$ cat src/rtl/alu_pkg.sv
// alu_pkg: opcode/state enums and opcode width shared by the ALU slice
package alu_pkg;
  localparam int OP_W = 3;
  typedef enum logic [2:0] {OP_ADD = 3'd0, OP_SUB, OP_AND, OP_OR, OP_XOR, OP_MUL, OP_DIV} op_e;
  typedef enum logic [1:0] {S_IDLE, S_BUSY, S_DONE} state_e;
endpackage

$ cat src/rtl/alu_iter_unit.sv
// alu_iter_unit: shared shift-add multiply / restoring divide datapath, one bit per step
module alu_iter_unit #(
  parameter int WIDTH = 8
) (
  input  logic             clk,
  input  logic             rst,
  input  logic             load,
  input  logic             step,
  input  logic             is_div,
  input  logic [WIDTH-1:0] a,
  input  logic [WIDTH-1:0] b,
  output logic [WIDTH-1:0] acc_hi,
  output logic [WIDTH-1:0] acc_lo
);
  logic [WIDTH-1:0] hi_q, lo_q, m_q, src_hi, src_lo, src_m;
  logic [WIDTH:0] add_s, sub_s;
  // acc_* is the state after one more step; load folds the first step into the accept edge
  always_comb begin
    src_hi = load ? '0 : hi_q;
    src_lo = load ? (is_div ? a : b) : lo_q;
    src_m  = load ? (is_div ? b : a) : m_q;
    add_s  = {1'b0, src_hi} + (src_lo[0] ? {1'b0, src_m} : '0);
    sub_s  = {src_hi, src_lo[WIDTH-1]} - {1'b0, src_m};
    acc_hi = is_div ? (sub_s[WIDTH] ? {src_hi[WIDTH-2:0], src_lo[WIDTH-1]} : sub_s[WIDTH-1:0])
                    : add_s[WIDTH:1];
    acc_lo = is_div ? {src_lo[WIDTH-2:0], ~sub_s[WIDTH]} : {add_s[0], src_lo[WIDTH-1:1]};
  end
  always_ff @(posedge clk) begin
    if (rst) begin
      hi_q <= '0;
      lo_q <= '0;
      m_q  <= '0;
    end else if (load || step) begin
      hi_q <= acc_hi;
      lo_q <= acc_lo;
      m_q  <= src_m;
    end
  end
endmodule

$ cat src/rtl/alu_multicycle_param.sv
// alu_multicycle_param: handshaked multi-cycle ALU with iterative MUL/DIV, tag pass-through and error flag
module alu_multicycle_param
  import alu_pkg::*;
#(
  parameter int WIDTH = 8,
  parameter int TAG_W = 4
) (
  input  logic             clk,
  input  logic             rst,
  input  logic             in_valid,
  output logic             in_ready,
  input  logic [OP_W-1:0]  in_op,
  input  logic [WIDTH-1:0] in_a,
  input  logic [WIDTH-1:0] in_b,
  input  logic [TAG_W-1:0] in_tag,
  output logic             out_valid,
  input  logic             out_ready,
  output logic [WIDTH-1:0] out_lo,
  output logic [WIDTH-1:0] out_hi,
  output logic             out_err,
  output logic [TAG_W-1:0] out_tag
);
  localparam int CNT_W = $clog2(WIDTH + 1);
  state_e state, state_nxt;
  logic [CNT_W-1:0] cnt;
  logic [OP_W-1:0] op_q;
  logic [TAG_W-1:0] tag_q;
  logic accept, is_iter, last, is_div;
  logic [WIDTH:0] sum, dif;
  logic [WIDTH-1:0] imm_lo, imm_hi, acc_lo, acc_hi;
  logic imm_err;
  always_ff @(posedge clk) begin
    if (rst) state <= S_IDLE;
    else     state <= state_nxt;
  end
  always_comb begin
    state_nxt = state == S_IDLE ? (accept ? (is_iter ? S_BUSY : S_DONE) : S_IDLE)
              : state == S_BUSY ? (last ? S_DONE : S_BUSY)
              : state == S_DONE ? (out_ready ? S_IDLE : S_DONE)
              : S_IDLE;
  end
  always_comb begin
    in_ready  = state == S_IDLE;
    out_valid = state == S_DONE;
  end
  always_comb begin
    accept  = in_valid && in_ready;
    is_iter = in_op == OP_MUL || (in_op == OP_DIV && in_b != '0);
    last    = cnt == CNT_W'(WIDTH - 1);
    is_div  = state == S_IDLE ? in_op == OP_DIV : op_q == OP_DIV;
    sum     = {1'b0, in_a} + {1'b0, in_b};
    dif     = {1'b0, in_a} - {1'b0, in_b};
    imm_lo  = '0;
    imm_hi  = '0;
    imm_err = 1'b0;
    case (in_op)
      OP_ADD: begin imm_lo = sum[WIDTH-1:0]; imm_hi = WIDTH'(sum[WIDTH]); end
      OP_SUB: begin imm_lo = dif[WIDTH-1:0]; imm_hi = WIDTH'(dif[WIDTH]); end
      OP_AND: imm_lo = in_a & in_b;
      OP_OR:  imm_lo = in_a | in_b;
      OP_XOR: imm_lo = in_a ^ in_b;
      OP_DIV: begin imm_lo = '1; imm_hi = in_a; imm_err = 1'b1; end
      default: imm_err = 1'b1;
    endcase
  end
  alu_iter_unit #(.WIDTH(WIDTH)) u_iter (
    .clk(clk), .rst(rst), .load(accept && is_iter), .step(state == S_BUSY),
    .is_div(is_div), .a(in_a), .b(in_b), .acc_hi(acc_hi), .acc_lo(acc_lo)
  );
  // cnt holds the number of iterations already done while BUSY, so it runs 1..WIDTH-1
  always_ff @(posedge clk) begin
    if (rst) begin
      out_lo  <= '0;
      out_hi  <= '0;
      out_err <= 1'b0;
      out_tag <= '0;
      op_q    <= '0;
      tag_q   <= '0;
      cnt     <= '0;
    end else if (accept && is_iter) begin
      op_q  <= in_op;
      tag_q <= in_tag;
      cnt   <= CNT_W'(1);
    end else if (accept) begin
      out_lo  <= imm_lo;
      out_hi  <= imm_hi;
      out_err <= imm_err;
      out_tag <= in_tag;
    end else if (state == S_BUSY) begin
      cnt <= last ? '0 : cnt + CNT_W'(1);
      if (last) begin
        out_lo  <= acc_lo;
        out_hi  <= acc_hi;
        out_err <= 1'b0;
        out_tag <= tag_q;
      end
    end
  end
endmodule
$ cat config.mk
export PLATFORM = sky130hd
export DESIGN_NAME = alu_multicycle_param
export DESIGN_NICKNAME = d
export VERILOG_FILES = /design/src/rtl/alu_pkg.sv /design/src/rtl/alu_iter_unit.sv /design/src/rtl/alu_multicycle_param.sv
export SDC_FILE = /design/constraint.sdc
export NUM_CORES = 1
export LEC_CHECK = 0
export ABC_AREA = 1
export BUFFER_PORTS_ARGS = -buffer_cell sky130_fd_sc_hd__buf_2
export CAP_MARGIN = 10
export CORE_MARGIN = 5
export CORE_UTILIZATION = 55
export DETAILED_ROUTE_END_ITERATION = 10
export HOLD_SLACK_MARGIN = 0.02
export MAX_ROUTING_LAYER = met4
export PLACE_DENSITY_LB_ADDON = 0.25
export SLEW_MARGIN = 20
export SYNTH_ARGS = -nofsm -noshare
export SYNTH_HDL_FRONTEND = slang
export SYNTH_SLANG_ARGS = --single-unit
$ cat constraint.sdc
create_clock -name clk -period 4.4 [get_ports clk]
set_input_delay 0.22 -clock clk [delete_from_list [all_inputs] [get_ports clk]]
set_output_delay 0.22 -clock clk [all_outputs]
set_load 0.02 [all_outputs]
Word level (Yosys, flattened, before mapping) --
Index checks and enable logic that the tools add are counted. Widths: inputs -> output; s select.
Storage, ports and cells: bits in registers 58, latch bits 0, memory bits (writable) 0, ROM bits 0, input port bits 27, output and inout bits 23, memories 0
Cells by class: add/subtract/negate cells 5, $mul 0, div/mod/pow operators 0, magnitude comparators 0, equal/unequal tests 11, shifts and indexed selects 0, muxes and demuxes 36, bitwise logic cells 6, reduce and logical (&&, ||, !) cells 16
Operators by type and width (number):
- $mux 8 | 15
- $pmux 8 s6 | 1
- $pmux 8 s3 | 1
- $mux 4 | 4
- $mux 2 | 7
- $eq 3x3->1 const B | 4
- $add 8x8->9 | 1
- $add 8x9->9 | 1
- $sub 8x8->9 | 1
- $sub 9x8->9 | 1
- $and 8x8->8 | 1
- $mux 1 | 8
- $or 8x8->8 | 1
- $reduce_bool 8->1 | 1
- $xor 8x8->8 | 1
- $eq 3x2->1 const B | 2
- $reduce_bool 2->1 | 3
- $reduce_or 5->1 | 1
- $add 4x1->4 const B | 1
- $eq 4x3->1 const B | 1
- $reduce_and 2->1 | 2
- $eq 3x1->1 const B | 1
- $logic_and 1x1->1 | 3
- $logic_not 3->1 | 1
- other kinds (8) | 11

Longest topological paths before layout --
depth in word-level cells 11, gate-level depth with buffers 27, mapped depth without buffers 26

By module --
Synthesis repeated with hierarchy kept, for this count alone.
Unflattened totals: cell total of the unflattened synthesis 804, area total of the unflattened synthesis 5203.7 um^2
Modules (own cells, without submodules):
- alu_multicycle_param | instances 1, cells an instance 422, area each 2821.5 um^2
- alu_iter_unit | instances 1, cells an instance 382, area each 2382.3 um^2

Worst setup path after synthesis --
Ideal clock, no wire load.
kind reg2reg, start point register state[0], end point register u_iter.hi_q[1], setup time 0.114 ns, data arrival time 3.069 ns, path slack 1.218 ns, cell stages (with the launch flop) 24, path buffers 3, clock period less this slack 3.182 ns, path through dfxtp_1 > nor2_4 > inv_1 > nand2_1 > nand2_2 > buf_6 > inv_1 > buf_2 > buf_2 > o211ai_1 > o21ai_0 > ha_1 > a21oi_1 > inv_1 > a21oi_1 > nor2_1 > nor2_1 > nand3_2 > nand2_4 > nand2_1 > nand3_1 > nand2_1 > o21bai_1 > inv_1
Between the ends: cells in the longest elaborated chain, start to end 7
RTL lines:
- start: declaration | RTL line alu_multicycle_param.sv:24 | state_e state, state_nxt;
- start signal: assignment | RTL line alu_multicycle_param.sv:34 | else state <= state_nxt;
- $logic_not 2->1 (*) | RTL line alu_multicycle_param.sv:43 | in_ready = state == S_IDLE;
- via in_ready | RTL line alu_multicycle_param.sv:11 | output logic in_ready,
- $mux 1 or $logic_and 1x1->1 (tied branches) | RTL line alu_multicycle_param.sv:50, alu_multicycle_param.sv:47
- $mux 8 (tied with other cells) | RTL line alu_iter_unit.sv:21 | src_m = load ? (is_div ? b : a) : m_q;
- $mux 8 (on tied branches) | RTL line alu_iter_unit.sv:21, alu_iter_unit.sv:19, alu_iter_unit.sv:20
- $mux 8 or $sub 9x8->9 (tied branches) | RTL line alu_iter_unit.sv:22, alu_iter_unit.sv:23
- $add 8x9->9 or $mux 8 (tied branches) | RTL line alu_iter_unit.sv:22, alu_iter_unit.sv:24
- $mux 8 | RTL line alu_iter_unit.sv:24 | acc_hi = is_div ? (sub_s[WIDTH] ? {src_hi[WIDTH-2:0], src_lo[WIDTH-1]} : sub_s[WIDTH-1:0])
- end signal: assignment | RTL line alu_iter_unit.sv:34 | hi_q <= acc_hi;
- end: declaration | RTL line alu_iter_unit.sv:15 | logic [WIDTH-1:0] hi_q, lo_q, m_q, src_hi, src_lo, src_m;
The timed path passes the listed nets; every way through them passes the cells marked *. A chain may end at the register's enable or synchronous reset.

Worst setup path after layout --
start point register state[0], end point register u_iter.hi_q[6]
Between the ends: cells in the longest elaborated chain, start to end 7
RTL lines (RTL line):
- $logic_not 2->1 | alu_multicycle_param.sv:43, alu_multicycle_param.sv:50
- $mux 1 or $logic_and 1x1->1 (tied branches) | alu_multicycle_param.sv:50, alu_multicycle_param.sv:47
- $mux 8 (tied with other cells) | alu_iter_unit.sv:21
- $mux 8 (on tied branches) | alu_iter_unit.sv:21, alu_iter_unit.sv:19, alu_iter_unit.sv:20
- $mux 8 or $sub 9x8->9 (tied branches) | alu_iter_unit.sv:22, alu_iter_unit.sv:23
- $add 8x9->9 or $mux 8 (tied branches) | alu_iter_unit.sv:22, alu_iter_unit.sv:24
- $mux 8 | alu_iter_unit.sv:24
Parallel ways exist; a longest one is shown, timed or not.

==> impl_metrics.toml <==
[routing]
drc_errors = 0
dr.first_iter.drc_count = 572
top_layer = "met4"
met3_length_mm = 1.68
wl_per_cell_um = 17.6
finalWirelength_mm = 16.0
routed-wl-met2_mm = 6.84
ant_nets = 0
vias_per_cell = 5.84
vias = 5305
met1_length_mm = 7.00
drtPass1Iterations = 5

[sta]
period_share_pct = 85.8
clock.fmax_ghz = 0.265
rsz0062_at_grt = "no"
tns_ns = 0
tightest_slew_ns = 1.03
maxSlewHeadroom_pct = 31.5
setup_viol = 0
hold_viol = 0
slew_viol_final = 0
fin_crit_ns = 3.78
holdWs_ns = 0.130
skew_ns = 0.0127

[global_routing]
grt_max_degree = 40
grt_first_pass_wirelength_mm = 25.7
grt_usage_pct = 29.8
grt_pass1_vias = 4931
grt.overflow.total = 0
antenna_found_initial = 0

[synthesis]
synth.distinct_cells = 47
ys_ff_latch = 58
synth_warnings = 0
syn_area_mm2 = 0.00491
synth-edff-count = 0
synthCells = 756
syn_area_per_cell_um2 = 6.50
async_reset_ff_share_pct = 0
synth.area.top_cells = "dfxtp_1 (24%), nand2_1 (13%), ha_1 (9.9%)"
synth_fp_nets = 824
ys_seq_area_share_pct = 23.6
synth_top_area_share_pct = 23.6
synth_top_area_cell = "dfxtp_1"
synth_ff_type = "dfxtp_1"

[die]
dieArea_mm2 = 0.0109
fp.dieH_um = 105
fp.dieW_um = 105
row_count = 34
initial_core_util_pct = 56.4
design.core.area_mm2 = 0.00872
pin_count = 50

[critical_path]
path_common_cell = "nand2_1"
start_kind = "register"
critical_path_arrival_ns = 4.01
crit_type = "reg -> reg"
worstPathRequired_ns = 4.63
cp-end-kind = "register"
path_delay_family = "simple AND/OR/NAND/NOR gates"
path_buf_inv = 4
slowest_delay_ns = 0.38
cp_max_fo = 24
crit_chain = "nor2_4 -> nand2_1 -> inv_2 -> nand2_4 -> inv_2 -> o211ai_1 -> o21ai_0 -> ha_1 -> a21oi_1 -> inv_1 -> a21oi_1 -> nor2_1 -> nor2_1 -> nand3_2 -> nand3_1 -> nand3_1 -> nand2_1 -> nand2_1 -> nand2_1 -> inv_1"
crit_slowest_cell = "inv_2"

[run_status]
status = "finished, final reports clean"

[placement]
place.gp.congestion = 0.993
dp_hpwl_mm = 12.4
port_buffers = 49

[layout]
nets = 863
multi_input_area_mm2 = 0.00318
nFillCells = 825
drive_above_1_share_pct = 14.6
diodes = 0
area_delta_synth_final_pct = 10.3
seqCellArea_mm2 = 0.00116

[cts]
numClockSinks = 58
numCtsBuffers = 9
cts.repair.resized = 0
clkLatencyLatePin_ns = 0.34
clkSlewWorstSetupHoldPaths_ns = 0.08
root_buffer = "clkbuf_8"
postCtsSetupBuffers = 0
cts_max_level = 3
clk_path_buf_depth = 2
tritoncts = "done"
cts_hold_buf = 0

[min_path]
hp-class = "in -> reg"

[pwr]
powerDensity_mw_per_mm2 = 345
vdd_drop_max_mv = 0.289
p_leak_nw = 2.81

[job]
cap_viol_max_count = 0
## cell usage after synthesis, types with 2 or more instances
| library cell | n |
|---|---|
| o211ai_1 | 17 |
| a211oi_1 | 4 |
| nor3_1 | 7 |
| nor2_1 | 58 |
| buf_1 | 2 |
| a21oi_1 | 51 |
| o21ai_1 | 4 |
| o22ai_1 | 3 |
| dfxtp_1 | 58 |
| o31ai_1 | 2 |
| o21bai_1 | 15 |
| nand2_1 | 174 |
| a221oi_1 | 4 |
| nand4_1 | 5 |
| inv_2 | 6 |
| o21ai_4 | 3 |
| a21oi_2 | 2 |
| buf_2 | 9 |
| fa_1 | 2 |
| inv_1 | 105 |
| nand3b_1 | 3 |
| mux2i_1 | 2 |
| a31oi_1 | 8 |
| o21ai_2 | 2 |
| nand2_2 | 10 |
| clkbuf_1 | 10 |
| nand3_2 | 9 |
| buf_4 | 4 |
| nand2_4 | 6 |
| nand3_1 | 53 |
| o21ai_0 | 64 |
| ha_1 | 39 |
## path summary, 6_finish.rpt
check / start / to / slack, ns / cells after the start
worst max-delay path: state[0] / u_iter.hi_q[6] / 0.62 / 20
worst min-delay path: in_tag[2] / tag_q[2] / 0.13 / 3
worst max register to register: state[0] / u_iter.hi_q[6] / 0.62 / 20
worst min register to register: tag_q[2] / tag_q[2] / 0.48 / 2
## worst register-to-register path, stage by stage (launching register included)
cell and delay, ns:
dfxtp_1 0.34, nor2_4 0.17, nand2_1 0.10, inv_2 0.26
nand2_4 0.28, inv_2 0.39, o211ai_1 0.15, o21ai_0 0.17
ha_1 0.35, a21oi_1 0.16, inv_1 0.07, a21oi_1 0.12
nor2_1 0.05, nor2_1 0.22, nand3_2 0.25, nand3_1 0.15
nand3_1 0.15, nand2_1 0.12, nand2_1 0.06, nand2_1 0.09
inv_1 0.04
## cell type report
type / instances / area share [%]
Multi-Input combinational cell: 559 / 58.7
Sequential cell: 58 / 21.4
Inverter: 112 / 7.80
Timing Repair Buffer: 55 / 5.36
Tap cell: 108 / 2.49
Clock buffer: 9 / 2.29
Clock inverter: 7 / 1.89
## metrics by stage
stage | setup slack (ns) | cells | instance area (um^2) | utilization (%) | power (mW)
3_3_place_gp | 0.846 | 892 | 5190 | 59.6 | 1.29
6_report | 0.624 | 908 | 5420 | 62.2 | 1.87
3_5_place_dp | 0.748 | 892 | 5190 | 59.6 | 1.30
2_1_floorplan | 1.22 | 756 | 4910 | - | 1.11
4_1_cts | 0.692 | 908 | 5420 | 62.2 | 1.86
5_1_grt | 0.271 | 908 | 5420 | 62.2 | 1.98
## placed cells by master, fill, tap and decap left out, types with 10 or more instances in the layout
master    synthesis  layout
o21ai_0          64      64
nand2_2          10      10
o211ai_1         17      17
buf_2             9      49
dfxtp_1          58      58
ha_1             39      39
o21bai_1         15      15
inv_1           105     105
nand3_1          53      53
a21oi_1          51      51
nand2_1         174     174
nor2_1           58      58
## power breakdown
| part | internal [mW] | switching, mW | total [mW] |
|---|---|---|---|
| logic | 0.220 | 0.496 | 0.716 |
| clock network | 0.323 | 0.239 | 0.562 |
| registers | 0.568 | 0.0246 | 0.593 |
## flip-flops by register name, summed over array words and instances, names as in the netlist, 2 cells and up
signal / cells
out_tag: 4
tag_q: 4
u_iter.hi_q: 8
cnt: 4
state: 2
u_iter.lo_q: 8
out_hi: 8
out_lo: 8
op_q: 3
u_iter.m_q: 8
## cells by family after synthesis
| kind of cell | count (synthesis) | share of synthesized area, % |
|---|---|---|
| muxes | 2 | 0.407 |
| xor gates and xnor gates | 1 | 0.331 |
| adders and majority gates | 41 | 10.7 |
| DFF | 58 | 23.6 |
| AOI/OAI and AO/OA | 184 | 22.7 |
| and+or+nand+nor | 331 | 30.7 |
| buffers and inverters | 139 | 11.6 |
## metal layers
metal / up-vias / track usage, %
li1: 2587 / -
met1: 2391 / 40.6
met2: 285 / 42.8
met3: 42 / 8.14
met4: 0 / 9.71
met5: - / -
No activity file was read; power rests on OpenSTA's default activity.
